<file path="config.mk">
export PLATFORM = sky130hd
export DESIGN_NAME = mem_burst_reader
export DESIGN_NICKNAME = d
export VERILOG_FILES = /design/src/rtl/mem_pkg.sv /design/src/rtl/burst_fifo.sv /design/src/rtl/mem_burst_reader.sv
export SDC_FILE = /design/constraint.sdc
export NUM_CORES = 1
export LEC_CHECK = 0
export BUFFER_PORTS_ARGS = -buffer_cell sky130_fd_sc_hd__buf_2
export CORE_ASPECT_RATIO = 0.6
export CORE_MARGIN = 1.5
export CORE_UTILIZATION = 60
export DETAILED_ROUTE_END_ITERATION = 16
export PLACE_DENSITY = 0.88
export SYNTH_ARGS = -nofsm -noshare
export SYNTH_HDL_FRONTEND = slang
export SYNTH_SLANG_ARGS = --single-unit
</file>
<file path="constraint.sdc">
create_clock -name clock -period 10.45 [get_ports clock]
set_input_delay 0.5225 -clock clock [delete_from_list [all_inputs] [get_ports clock]]
set_output_delay 0.5225 -clock clock [all_outputs]
set_load 0.01 [all_outputs]
</file>
<file path="src/rtl/mem_pkg.sv">
// Shared definitions for the memory read path: access-size codes, beat
// decoding and the burst reader FSM state encoding.
package mem_pkg;

   localparam logic [1:0] ACC_1W  = 2'b00;
   localparam logic [1:0] ACC_4W  = 2'b01;
   localparam logic [1:0] ACC_8W  = 2'b10;
   localparam logic [1:0] ACC_16W = 2'b11;

   typedef enum logic [1:0] {
      IDLE  = 2'd0,
      ISSUE = 2'd1,
      DRAIN = 2'd2
   } rd_state_t;

   function automatic logic [4:0] acc_beats(input logic [1:0] size);
      logic [4:0] beats;
      case (size)
         ACC_1W:  beats = 5'd1;
         ACC_4W:  beats = 5'd4;
         ACC_8W:  beats = 5'd8;
         default: beats = 5'd16;
      endcase
      return beats;
   endfunction

endpackage

</file>
<file path="src/rtl/burst_fifo.sv">
// Synchronous first-word-fall-through FIFO holding returned burst words.
// Head output reads as zero while empty.
module burst_fifo #(
   parameter int WIDTH = 33,
   parameter int DEPTH = 16
) (
   input  logic                       clock,
   input  logic                       reset_n,
   input  logic                       push,
   input  logic [WIDTH-1:0]           push_data,
   input  logic                       pop,
   output logic                       head_valid,
   output logic [WIDTH-1:0]           head_data,
   output logic [$clog2(DEPTH):0]     count
);

   localparam int PTR_W = $clog2(DEPTH);

   logic [WIDTH-1:0] mem_q [DEPTH];
   logic [PTR_W-1:0] wr_ptr_q;
   logic [PTR_W-1:0] rd_ptr_q;
   logic [PTR_W:0]   count_q;
   logic             pop_ok;

   // A pop while empty is ignored; a push is never refused because the
   // producer only starts a burst when enough entries are free.
   assign pop_ok     = pop && (count_q != '0);
   assign head_valid = (count_q != '0);
   assign head_data  = head_valid ? mem_q[rd_ptr_q] : '0;
   assign count      = count_q;

   always_ff @(posedge clock or negedge reset_n) begin
      if (!reset_n) begin
         wr_ptr_q <= '0;
         rd_ptr_q <= '0;
         count_q  <= '0;
      end else begin
         if (push)
            wr_ptr_q <= wr_ptr_q + 1'b1;
         if (pop_ok)
            rd_ptr_q <= rd_ptr_q + 1'b1;
         case ({push, pop_ok})
            2'b10:   count_q <= count_q + 1'b1;
            2'b01:   count_q <= count_q - 1'b1;
            default: count_q <= count_q;
         endcase
      end
   end

   always_ff @(posedge clock) begin
      if (push)
         mem_q[wr_ptr_q] <= push_data;
   end

endmodule

</file>
<file path="src/rtl/mem_burst_reader.sv">
// Burst read initiator: issues 1/4/8/16-word reads and streams the returned
// words out through a FIFO. MEM_BURST_READER_ALIGN_CHECK_EN rejects misaligned starts.
module mem_burst_reader
   import mem_pkg::*;
#(
   parameter int DATA_WIDTH = 32,
   parameter int ADDR_WIDTH = 32,
   parameter int FIFO_DEPTH = 16
) (
   input  logic                  clock,
   input  logic                  reset_n,
   input  logic                  req_valid,
   output logic                  req_ready,
   input  logic [ADDR_WIDTH-1:0] req_addr,
   input  logic [1:0]            req_size,
   output logic [ADDR_WIDTH-1:0] mem_address,
   output logic [1:0]            mem_access_size,
   output logic                  mem_rw,
   output logic                  mem_enable,
   input  logic                  mem_busy,
   input  logic [DATA_WIDTH-1:0] mem_data,
   output logic                  out_valid,
   input  logic                  out_ready,
   output logic [DATA_WIDTH-1:0] out_data,
   output logic                  out_last,
   output logic                  err
);

   localparam int CNT_W = $clog2(FIFO_DEPTH) + 1;

   rd_state_t             state_q, state_d;
   logic [ADDR_WIDTH-1:0] base_q;
   logic [1:0]            size_q;
   logic [4:0]            beats_q;
   logic [4:0]            issued_q;
   logic [4:0]            ret_cnt_q;
   logic                  issue_vld_p1;
   logic [CNT_W-1:0]      fifo_count;
   logic [CNT_W-1:0]      free_cnt;
   logic                  accept;
   logic                  misaligned;
   logic                  beat_fire;
   logic                  last_issue;
   logic                  push_last;
   logic [DATA_WIDTH:0]   head_word;

   assign beats_q    = acc_beats(size_q);
   assign free_cnt   = CNT_W'(FIFO_DEPTH) - fifo_count;
   assign accept     = req_valid && req_ready;
   assign beat_fire  = (state_q == ISSUE) && !mem_busy;
   assign last_issue = (issued_q == beats_q - 5'd1);
   assign push_last  = (ret_cnt_q == beats_q - 5'd1);
   assign mem_rw     = 1'b0;

`ifdef MEM_BURST_READER_ALIGN_CHECK_EN
   logic err_q;
   assign misaligned = |req_addr[1:0];
   assign err        = err_q;

   always_ff @(posedge clock or negedge reset_n) begin
      if (!reset_n)
         err_q <= 1'b0;
      else
         err_q <= accept && misaligned;
   end
`else
   assign misaligned = 1'b0;
   assign err        = 1'b0;
`endif

   always_ff @(posedge clock or negedge reset_n) begin
      if (!reset_n)
         state_q <= IDLE;
      else
         state_q <= state_d;
   end

   always_comb begin
      state_d = state_q;
      case (state_q)
         IDLE:    if (accept && !misaligned) state_d = ISSUE;
         ISSUE:   if (beat_fire && last_issue) state_d = DRAIN;
         DRAIN:   if (issue_vld_p1 && push_last) state_d = IDLE;
         default: state_d = IDLE;
      endcase
   end

   // Address and size are only driven while a burst is being issued.
   always_comb begin
      req_ready       = 1'b0;
      mem_enable      = 1'b0;
      mem_address     = '0;
      mem_access_size = 2'b00;
      case (state_q)
         IDLE: req_ready = reset_n && (free_cnt >= CNT_W'(acc_beats(req_size)));
         ISSUE: begin
            mem_enable      = 1'b1;
            mem_address     = base_q + ADDR_WIDTH'({issued_q, 2'b00});
            mem_access_size = size_q;
         end
         default: ;
      endcase
   end

   // Stage p0: beat issue; stage p1: memory returns the word for capture.
   always_ff @(posedge clock or negedge reset_n) begin
      if (!reset_n) begin
         issued_q     <= '0;
         ret_cnt_q    <= '0;
         issue_vld_p1 <= 1'b0;
      end else begin
         issue_vld_p1 <= beat_fire;
         if (accept)
            issued_q <= '0;
         else if (beat_fire)
            issued_q <= issued_q + 5'd1;
         if (accept)
            ret_cnt_q <= '0;
         else if (issue_vld_p1)
            ret_cnt_q <= ret_cnt_q + 5'd1;
      end
   end

   always_ff @(posedge clock) begin
      if (accept) begin
         base_q <= req_addr;
         size_q <= req_size;
      end
   end

   burst_fifo #(
      .WIDTH (DATA_WIDTH + 1),
      .DEPTH (FIFO_DEPTH)
   ) u_fifo (
      .clock      (clock),
      .reset_n    (reset_n),
      .push       (issue_vld_p1),
      .push_data  ({push_last, mem_data}),
      .pop        (out_ready),
      .head_valid (out_valid),
      .head_data  (head_word),
      .count      (fifo_count)
   );

   assign out_data = head_word[DATA_WIDTH-1:0];
   assign out_last = head_word[DATA_WIDTH];

endmodule

</file>
==> impl_metrics.tcl <==
set metrics [dict create \
    cts_sinks 588 \
    synthesis.area_sq_um 23700 \
    maxCapViolCount 0 \
    timing.critical_path.slowest_stage_cell "sky130_fd_sc_hd__dfrtp_4" \
    timing.slew.headroom_pct 22.7 \
    timing.final.max_slew_violations 0 \
    route.vias.total 13100 \
    floorplan.die_area_sq_um 40800 \
    ant_nets 0 \
    wirelength_met1_mm 22.0 \
    fp.dieH_microns 157 \
    via_per_inst 6.59 \
    first_iter_violations 1855 \
    wl_met3_mm 5.35 \
    clock_tree.root_cell "sky130_fd_sc_hd__clkbuf_16" \
    fillCellCount 2377 \
    drive_gt1_share_pct 26.3 \
    routed.top_layer "met5" \
    io-pin-count 143 \
    yosys.area.top_type_share_pct 71.1 \
    yosys_warnings 0 \
    synth_ff_type "sky130_fd_sc_hd__edfxtp_1" \
    nNetsFinal 1519 \
    total_leakage_power_nw 8.93 \
    fin_tns_setup_ps 0 \
    post_synthesis_share_of_cell_area_spent_on_and_or_nand_and_nor_gates_pct 4.01 \
    yosys.area_share.xor_xnor_pct 1.55 \
    worst_clock_skew_ps 15.1 \
    port_buffers 140 \
    synth-compound-area-share_pct 4.71 \
    global_route.usage.total_pct 27.4 \
    crit_family "buffers and inverters" \
    crit_start "u_fifo.rd_ptr_q[0]" \
    fin_util_pct 68.3 \
    number_of_global_route_vias_before_repair 13000 \
    dr_wl_met2_mm 26.2 \
    critical_path_arrival_ps 4220 \
    grt_remaining_overflow 0 \
    hp-class "in2reg" \
    global_route_wire_length_before_repair_mm 80.9 \
    tritoncts.num_buffers 50 \
    coreArea_sq_um 39000 \
    yosysTopAreaCell "sky130_fd_sc_hd__edfxtp_1" \
    syn_area_per_cell_sq_um 18.7 \
    critical_path_required_ps 9930 \
    std_cell_rows 56 \
    synth-edff-count 562 \
    largest_family_of_logic_cells_by_synthesized_area "multiplexers" \
    die_width_microns 260 \
    ctsHtreeMaxLevel 2 \
    cp_slowest_stage_delay_ps 940 \
    layout_stage_area_growth_over_the_synthesis_result_pct 12.3 \
    synth_sequential_area_ratio_pct 73.9 \
    maximum_number_of_pins_on_one_net_before_global_route_repair 63 \
    outcome "finished, final reports clean" \
    cells_along_the_critical_path "buf_4, buf_4, mux4_2, a32oi_1, nand2_1, buf_2" \
    hold_viol 0 \
    cp_class "reg2out" \
    min-delay-start "req_addr[3]" \
    worst-path-buf-inv 3 \
    min_period_over_period_pct 45.4 \
    r2r-start "u_fifo.count[0]" \
    asyncSetResetFlopFracSynth_pct 4.42 \
    ys_ff_latch 588 \
    clock_tree.buffer_depth 3 \
    clk_pin_slew_ps 70 \
    drt_pass1_iterations 6 \
    synth_cell_types 55 \
    worst_skew_pair.late_latency_ps 570 \
    fraction_of_the_mapped_netlist_area_in_adder_cells_pct 1.33 \
    highest_clock_rate_mhz 211 \
    dp.final_hpwl_mm 30.9 \
    postSynthCellCount 1272 \
    wl_per_cell_microns 27.7 \
    worst-slew-pin-transition_ps 1160 \
    route.detailed.drc 0 \
    rsz0062_at_grt "false" \
    initial_core_utilization_pct 60.8 \
    highest_ir_drop_seen_on_vdd_uv 177 \
    critical_path_peak_fanout 45 \
    power_per_cell_area_nw_per_um2 264 \
    tritoncts_clock_tree "built" \
    yosys-mux-area-fraction_pct 12.8 \
    setup_viol 0 \
    worst_setup_path_start_kind "flop" \
    timing.final.crit_period_ps 4740 \
    end_kind "output port" \
    grt_antenna_before_repair 3 \
    detail_route.wirelength_mm 55.1 \
    netlist_top_cells_area "sky130_fd_sc_hd__edfxtp_1 71%, sky130_fd_sc_hd__mux4_2 10%, sky130_fd_sc_hd__dfrtp_1 2.7%" \
    gpl.final_weighted_congestion 0.824 \
    critical_path.most_common_cell "sky130_fd_sc_hd__buf_4" \
]
==> worst reg2reg max path, delay by kind of cell (launching register included) <==
kind	cells	cell delay [ps]
flip-flops	1	420
AO/OA/AOI/OAI	1	100
XOR/XNOR	1	140
AND/OR/NAND/NOR	5	1480
adder cells (fa/ha/maj)	4	1410
buffers and inverters	2	230
==> registers in the layout, summed over array words and instances (netlist names) <==
| register | flops |
|---|---|
| ret_cnt_q | 5 |
| size_q | 2 |
| base_q | 32 |
| u_fifo.wr_ptr_q | 4 |
| u_fifo.count | 5 |
| u_fifo.mem_q | 528 |
| issue_vld_p1 | 1 |
| u_fifo.rd_ptr_q | 4 |
| issued_q | 5 |
| state_q | 2 |
==> repair_timing <==
action	CTS	global route
resized for setup	0	0
hold buffers	1	0
endpoints found under the hold margin	19	0
buffers inserted	0	0
==> cells in the mapped netlist (all sizes together), types with 10 or more instances <==
library cell    n
clkbuf         39
nand2          69
inv            22
o21ai          43
a21oi          21
mux2i          44
ha             22
mux2           15
edfxtp        562
and3           10
a32oi          42
nor2           58
xnor2          22
nand3          21
mux4          108
xor2           20
buf            30
o211ai         13
dfrtp          26
==> layout make-up <==
type	instances	area (sq um)	share of cell area, %
Antenna cell	2	5.00	0.0188
Clock buffer	69	1340	5.04
Clock inverter	24	171	0.643
Inverter	22	82.6	0.310
Multi-Input combinational cell	594	5930	22.3
Sequential cell	588	17500	65.8
Tap cell	522	653	2.45
Timing Repair Buffer	168	913	3.43
==> layout by cell type, fill, tap and decap left out, drive strengths merged, types with 10 or more instances in the layout <==
cell type,n
o21ai,43
o211ai,13
nand3,21
dfrtp,26
xnor2,22
nand2,69
mux2,15
a32oi,42
inv,23
clkbuf,69
buf,167
mux4,108
clkinv,20
ha,22
a21oi,21
mux2i,44
nor2,58
edfxtp,562
and3,10
xor2,20
==> metal layers <==
layer,global-route usage (%),vias up
li1,-,5428
met5,0,-
met4,9.16,2
met3,5.33,113
met2,42.7,806
met1,39.6,6754
==> report_power, final <==
| part | internal, W | switching (W) | total, W |
|---|---|---|---|
| clock | 0.000952 | 0.000813 | 0.00177 |
| sequential | 0.00282 | 0.000244 | 0.00306 |
| combinational | 0.000929 | 0.00129 | 0.00222 |
| total | 0.00470 | 0.00235 | 0.00704 |
==> stage by stage <==
step | instances | setup WS, ps | area, sq um | hold slack (ps) | total power [W]
2_1_floorplan | 1273 | 6830 | 23700 | 227 | 0.00452
3_3_place_gp | 1893 | 6310 | 25100 | 473 | 0.00520
3_5_place_dp | 1893 | 6240 | 25100 | 473 | 0.00529
4_1_cts | 1987 | 5600 | 26600 | 107 | 0.00705
5_1_grt | 1989 | 5360 | 26600 | 111 | 0.00733
6_report | 1989 | 5710 | 26600 | 126 | 0.00704
==> cells by family after synthesis <==
family                     Yosys count
AOI/OAI and AO/OA                  155
xor gates and xnor gates            42
adders and majority gates           24
buffers and inverters               91
DFF                                588
muxes                              167
other                                1
and+or+nand+nor                    204
==> worst paths after layout <==
check / slack (ps) / depth (start not counted) / end
setup / recovery: 5710 / 6 / out_data[26]
hold / removal: 130 / 1 / base_q[3]
setup reg to reg: 6590 / 13 / u_fifo.count[4]
hold reg to reg: 490 / 1 / u_fifo.count[4]
max in group asynchronous: 9410 / 2 / u_fifo.rd_ptr_q[1]
min in group asynchronous: 520 / 2 / issued_q[1]
(Power assumes the default switching activity.)
